==> config.mk <==
export PLATFORM = sky130hd
export DESIGN_NAME = axi_sram_slave
export DESIGN_NICKNAME = d
export VERILOG_FILES = /design/src/rtl/axi_sram_slave.sv
export SDC_FILE = /design/constraint.sdc
export NUM_CORES = 1
export LEC_CHECK = 0
export ABC_CLOCK_PERIOD_IN_PS = 2800
export CAP_MARGIN = 10
export CORE_UTILIZATION = 41
export DETAILED_ROUTE_END_ITERATION = 7
export GPL_TIMING_DRIVEN = 0
export PLACE_DENSITY = 0.9
export SYNTH_ARGS = -nofsm -noshare
export SYNTH_HDL_FRONTEND = slang
export SYNTH_SLANG_ARGS = --single-unit
==> constraint.sdc <==
create_clock -name gclk -period 2.8 [get_ports gclk]
set_clock_uncertainty 0.2 [all_clocks]
set_input_delay 0.28 -clock gclk [delete_from_list [all_inputs] [get_ports gclk]]
set_output_delay 0.28 -clock gclk [all_outputs]
set_load 0.01 [all_outputs]
==> src/rtl/axi_sram_slave.sv <==
// AXI-style burst responder on a single-port 64-bit SRAM: one burst at a time,
// writes go straight to SRAM, reads flow through a 2-entry skid buffer.
module axi_sram_slave #(
  parameter int ID_W    = 6,
  parameter int DATA_W  = 64,
  parameter int SRAM_AW = 10
) (
  input  logic                  gclk,
  input  logic                  gresetn,
  input  logic [ID_W-1:0]       aid,
  input  logic [31:0]           axi_addr,
  input  logic                  avalid,
  input  logic                  awrite,
  input  logic [3:0]            alen,
  input  logic [1:0]            asize,
  input  logic [1:0]            aburst,
  output logic                  aready,
  input  logic [ID_W-1:0]       wid,
  input  logic [DATA_W-1:0]     wdata,
  input  logic [DATA_W/8-1:0]   wstrb,
  input  logic                  wlast,
  input  logic                  wvalid,
  output logic                  wready,
  output logic [ID_W-1:0]       rid,
  output logic [DATA_W-1:0]     rdata,
  output logic                  rlast,
  output logic                  rvalid,
  input  logic                  rready,
  output logic                  sram_cen,
  output logic [DATA_W/8-1:0]   sram_wen,
  output logic [SRAM_AW-1:0]    sram_addr,
  output logic [DATA_W-1:0]     sram_datain,
  input  logic [DATA_W-1:0]     sram_dataout
);

  typedef enum logic [1:0] {IDLE, WR, RD} state_e;

  state_e              state_q, state_d;
  logic [ID_W-1:0]     id_q, id_d;
  logic [SRAM_AW-1:0]  addr_q, addr_d;
  logic [3:0]          len_q, len_d;
  logic [1:0]          burst_q, burst_d;
  logic [4:0]          cnt_q, cnt_d;
  logic                infl_q, infl_d;
  logic                infl_last_q, infl_last_d;
  logic [1:0]          occ_q, occ_d;
  logic [DATA_W-1:0]   b0_data_q, b0_data_d, b1_data_q, b1_data_d;
  logic                b0_last_q, b0_last_d, b1_last_q, b1_last_d;

  logic                wr_fire, rd_issue, pop, room, last_beat;
  logic [SRAM_AW-1:0]  addr_nxt;

  // Transfer size, write ID, wlast and address bits outside the SRAM word are don't-cares.
  logic unused_inputs;
  assign unused_inputs = ^{asize, wid, wlast, axi_addr[31:SRAM_AW+3], axi_addr[2:0]};

  function automatic logic [SRAM_AW-1:0] next_addr(input logic [SRAM_AW-1:0] a,
                                                   input logic [3:0] len,
                                                   input logic [1:0] burst);
    logic [SRAM_AW-1:0] mask;
    logic [SRAM_AW-1:0] inc;
    mask = {{(SRAM_AW-4){1'b0}}, len};
    inc  = a + SRAM_AW'(1);
    if (burst == 2'b00) begin
      return a;
    end else if (burst == 2'b10 && (len inside {4'd1, 4'd3, 4'd7, 4'd15})) begin
      return (a & ~mask) | (inc & mask);
    end
    return inc;
  endfunction

  always_comb begin
    aready    = gresetn && (state_q == IDLE);
    wready    = gresetn && (state_q == WR);
    wr_fire   = wready && wvalid;
    rvalid    = (occ_q != 2'd0);
    pop       = rvalid && rready;
    last_beat = (cnt_q[3:0] == len_q);
    addr_nxt  = next_addr(addr_q, len_q, burst_q);
    // Count the slot freed by a same-cycle pop so a streaming read never bubbles.
    case (occ_q)
      2'd0:    room = 1'b1;
      2'd1:    room = pop || !infl_q;
      default: room = pop && !infl_q;
    endcase
    rd_issue    = gresetn && (state_q == RD) && (cnt_q <= {1'b0, len_q}) && room;
    sram_cen    = !(wr_fire || rd_issue);
    sram_wen    = wr_fire ? ~wstrb : '1;
    sram_datain = wr_fire ? wdata : '0;
    sram_addr   = addr_q;
    rid         = id_q;
    rdata       = b0_data_q;
    rlast       = b0_last_q;
  end

  always_comb begin
    state_d     = state_q;
    id_d        = id_q;
    addr_d      = addr_q;
    len_d       = len_q;
    burst_d     = burst_q;
    cnt_d       = cnt_q;
    infl_d      = rd_issue;
    infl_last_d = last_beat;
    occ_d       = occ_q;
    b0_data_d   = b0_data_q;
    b0_last_d   = b0_last_q;
    b1_data_d   = b1_data_q;
    b1_last_d   = b1_last_q;

    case (state_q)
      IDLE: begin
        if (avalid && aready) begin
          id_d    = aid;
          addr_d  = axi_addr[SRAM_AW+2:3];
          len_d   = alen;
          burst_d = aburst;
          cnt_d   = 5'd0;
          state_d = awrite ? WR : RD;
        end
      end
      WR: begin
        if (wr_fire) begin
          addr_d = addr_nxt;
          cnt_d  = cnt_q + 5'd1;
          if (last_beat) state_d = IDLE;
        end
      end
      RD: begin
        if (rd_issue) begin
          addr_d = addr_nxt;
          cnt_d  = cnt_q + 5'd1;
        end
        if (pop && b0_last_q) state_d = IDLE;
      end
      default: state_d = IDLE;
    endcase

    // Entry 0 is always the head; SRAM data lands behind whatever survives the pop.
    if (infl_q) begin
      if (pop) begin
        if (occ_q == 2'd1) begin
          b0_data_d = sram_dataout;
          b0_last_d = infl_last_q;
        end else begin
          b0_data_d = b1_data_q;
          b0_last_d = b1_last_q;
          b1_data_d = sram_dataout;
          b1_last_d = infl_last_q;
        end
      end else if (occ_q == 2'd0) begin
        b0_data_d = sram_dataout;
        b0_last_d = infl_last_q;
        occ_d     = occ_q + 2'd1;
      end else begin
        b1_data_d = sram_dataout;
        b1_last_d = infl_last_q;
        occ_d     = occ_q + 2'd1;
      end
    end else if (pop) begin
      b0_data_d = b1_data_q;
      b0_last_d = b1_last_q;
      occ_d     = occ_q - 2'd1;
    end
  end

  always_ff @(posedge gclk) begin
    if (!gresetn) begin
      state_q     <= IDLE;
      id_q        <= '0;
      addr_q      <= '0;
      len_q       <= '0;
      burst_q     <= '0;
      cnt_q       <= '0;
      infl_q      <= 1'b0;
      infl_last_q <= 1'b0;
      occ_q       <= '0;
      b0_data_q   <= '0;
      b0_last_q   <= 1'b0;
      b1_data_q   <= '0;
      b1_last_q   <= 1'b0;
    end else begin
      state_q     <= state_d;
      id_q        <= id_d;
      addr_q      <= addr_d;
      len_q       <= len_d;
      burst_q     <= burst_d;
      cnt_q       <= cnt_d;
      infl_q      <= infl_d;
      infl_last_q <= infl_last_d;
      occ_q       <= occ_d;
      b0_data_q   <= b0_data_d;
      b0_last_q   <= b0_last_d;
      b1_data_q   <= b1_data_d;
      b1_last_q   <= b1_last_d;
    end
  end

endmodule

==> results of run 1 <==
==> kinds of logic after synthesis <==
logic type      Yosys count  share of synthesized area [%]
compound gates          195                           16.6
xor+xnor                  6                          0.705
fa+ha+maj                14                           2.35
buf+inv                  88                           5.10
flops                   163                           43.8
mux                      68                           9.15
simple gates            371                           22.3
==> cells in the mapped netlist (all sizes together) (4+ instances only) <==
cell      n
xnor2     4
and2     68
nand3     9
clkbuf   56
dfxtp   163
nand2b    5
a21oi    82
a211oi   70
nor2b     6
ha       14
nor2     86
o21ai    17
mux2i    67
nand2   181
o31ai     9
buf      11
inv      21
==> final cells by class <==
class | instances | area (sq um)
diodes | 1 | 2.50
clock buffers | 21 | 480
plain buffers | 66 | 322
clock inverters | 11 | 135
multi-input cells | 655 | 3860
inverters | 21 | 78.8
fillers | 1403 | 5890
well taps | 225 | 282
repair buffers | 322 | 3220
flip-flops and latches | 163 | 3260
==> worst max-delay path, cell delays in order, from the launching register on <==
cell,delay [ps]
dfxtp_1,340
inv_1,120
ha_4,180
and3_4,240
clkbuf_4,190
and2_1,200
clkdlybuf4s50_1,560
==> stage by stage <==
step,hold slack [ps],power (mW),util [%],cells,area (sq um)
6_report,209,9.81,66.4,1485,11600
5_1_grt,216,10.3,66.4,1484,11600
4_1_cts,197,9.82,66.1,1483,11600
3_5_place_dp,246,7.34,62.4,1450,10900
3_3_place_gp,241,7.23,62.4,1450,10900
2_1_floorplan,188,5.36,-,905,7460
==> worst paths after layout <==
check / to / start / depth (start not counted) / slack, ps
setup / recovery: sram_datain[16] / state_q[1]$_SDFFE_PN0P_ / 6 / 60
hold / removal: rid[0]$_SDFFE_PN0P_ / aid[0] / 3 / 210
setup reg to reg: cnt_q[3]$_SDFFE_PN0P_ / occ_q[0]$_SDFFE_PN0P_ / 11 / 110
hold reg to reg: b1_data_q[11]$_SDFFE_PN0P_ / b1_data_q[11]$_SDFFE_PN0P_ / 2 / 250
==> state kept, by name, indices dropped and copies added (netlist names), named ones only <==
name         cells
b1_data_q       64
rid              6
cnt_q            5
infl_q           1
rdata           64
len_q            4
occ_q            2
state_q          2
b1_last_q        1
rlast            1
sram_addr        7
infl_last_q      1
burst_q          2
==> power groups by stage <==
stage	clock network [mW]	registers, mW	logic, mW
after global routing	2.56	3.37	4.42
after CTS	2.47	3.30	4.05
final	2.44	3.30	4.07
after global placement	0	3.32	3.91
after detailed placement	0	3.33	4.01
after floorplan	0	3.48	1.87
==> timing repair <==
item                                   in CTS  in global routing
setup buffers                               1                  1
resized for setup                          21                 21
pin swaps                                   1                  1
cloned                                      1                  0
setup endpoints to repair                  76                 47
endpoints found under the hold margin       0                  0
==> metal layers <==
metal	part of all wire (%)	up-vias
li1	-	3766
met1	38	3657
met2	50	355
met3	8.1	71
met4	4.4	0
met5	0	-
==> impl_metrics.csv, run 1 <==
group,metric,value,unit
placement,dp_hpwl,21200,um
worst_hold_path,hold_path_class,"in2reg",
routing,vias,7849,
placement,post-place-ws,-600,ps
global_routing,antenna_found_initial,2,
yosys,synth_edf_count,0,
yosys,syn_nets,1114,
routing,route.detailed.drc,0,
yosys,synth_area,7460,sq um
pwr,intPower,6.33,mW
placement,gp_congestion,0.951,
cells_and_area,final_cell_mix,"clkdlybuf4s50_1 (314), nand2_1 (180), dfxtp_1 (162), nor2_1 (86), a21oi_1 (81)",
pwr,clock_power_share,24.9,%
placement,port_buffers,320,
routing,dr.pass1.iters,5,
routing,vias_per_cell,5.29,
worst_setup_path,crit_fanout,10,
clock_tree,h-tree-depth,4,
yosys,synth_seq_area_share,43.8,%
pwr,combPwrFrac,41.5,%
pwr,p_switching,3.48,mW
global_routing,grt_overflow,0,
cells_and_area,drive_above_1_share,6.04,%
yosys,syn_inst,905,
worst_setup_path,setup.worst_path.start_class,"flip-flop",
clock_tree,clk_latency,430,ps
cells_and_area,final_common_cell,"clkdlybuf4s50_1",
clock_tree,numCtsBuffers,17,
worst_setup_path,arrival,2260,ps
yosys,ys_warn_count,0,
sta,setup_viol,0,
yosys,async_flop_share,0,%
cells_and_area,syn2layout_area_growth,56.2,%
sta,hold_viol,0,
yosys,synth.area.top_cells,"dfxtp_1 (44%), nand2_1 (9.1%), mux2i_1 (9.0%), a211oi_1 (7.0%), and2_1 (5.5%)",
pwr,cellLeakagePower,4.54,nW
global_routing,use_met1,31.9,%
routing,drt_iter0_drc,359,
floorplan,die_x,137,um
cells_and_area,nets,1455,
floorplan,io_pins,352,
clock_tree,cts-root-buf,"clkbuf_16",
sta,relSlewSlack,55.8,%
worst_setup_path,crit_type,"reg2out",
yosys,synthDistinctLibCells,52,
sta,setup_ws,63.1,ps
pwr,power_density,842,nW/um^2
clock_tree,clk_path_buf_depth,2,
sta,fmax,0.365,GHz
global_routing,grt_pass1_wl,41000,um
floorplan,start_util,42.5,%
routing,wl_per_cell,18.6,um
floorplan,die_area,18700,sq um
sta,worst_pin_slew,663,ps
floorplan,core-area,17500,sq um
floorplan,die_h,137,um
worst_setup_path,end_kind,"primary output",
pwr,peakVddDrop,0.628,mV
global_routing,grt_use_met2,52.1,%
sta,post-route-period-util,97.7,%
clock_tree,cts_hold_buf,0,
pwr,switching_share,35.5,%
global_routing,grt_busiest_layer,"met2",
routing,ant_nets,0,
sta,drv_slew,0,
yosys,yosys_most_used_dff,"dfxtp_1",
run,drv_cap,0,
global_routing,grt_max_degree,17,
pwr,seq_power_share,33.7,%
clock_tree,cts_tree,"done",
sta,tns,0,ps
outcome,status,"finished, final reports clean",
global_routing,first_global_vias,7592,
sta,min_period,2740,ps
clock_tree,path_clk_slew,60,ps
global_routing,grt.total_usage,29.4,%
clock_tree,cts.sinks,163,
yosys,netlist.area_leader.share,43.8,%
worst_setup_path,crit_required,2320,ps
floorplan,placementRows,48,
yosys,ys_ff_latch,163,
yosys,syn-mean-instance-area,8.24,sq um
yosys,synth_top_cell_by_area,"dfxtp_1",
routing,drt-total-wl,27700,um
global_routing,grtUsageMet3,8.52,%
No activity file was read; power rests on OpenSTA's default activity.
==> run 2, diff against run 1 <==
--- a/config.mk
+++ b/config.mk
@@ -11,6 +11,7 @@
 export DETAILED_ROUTE_END_ITERATION = 7
 export GPL_TIMING_DRIVEN = 0
 export PLACE_DENSITY = 0.9
+export SLEW_MARGIN = 20
 export SYNTH_ARGS = -nofsm -noshare
 export SYNTH_HDL_FRONTEND = slang
 export SYNTH_SLANG_ARGS = --single-unit
==> results of run 2 <==
The final DEF is identical to that of run 1; final timing and power are the same.
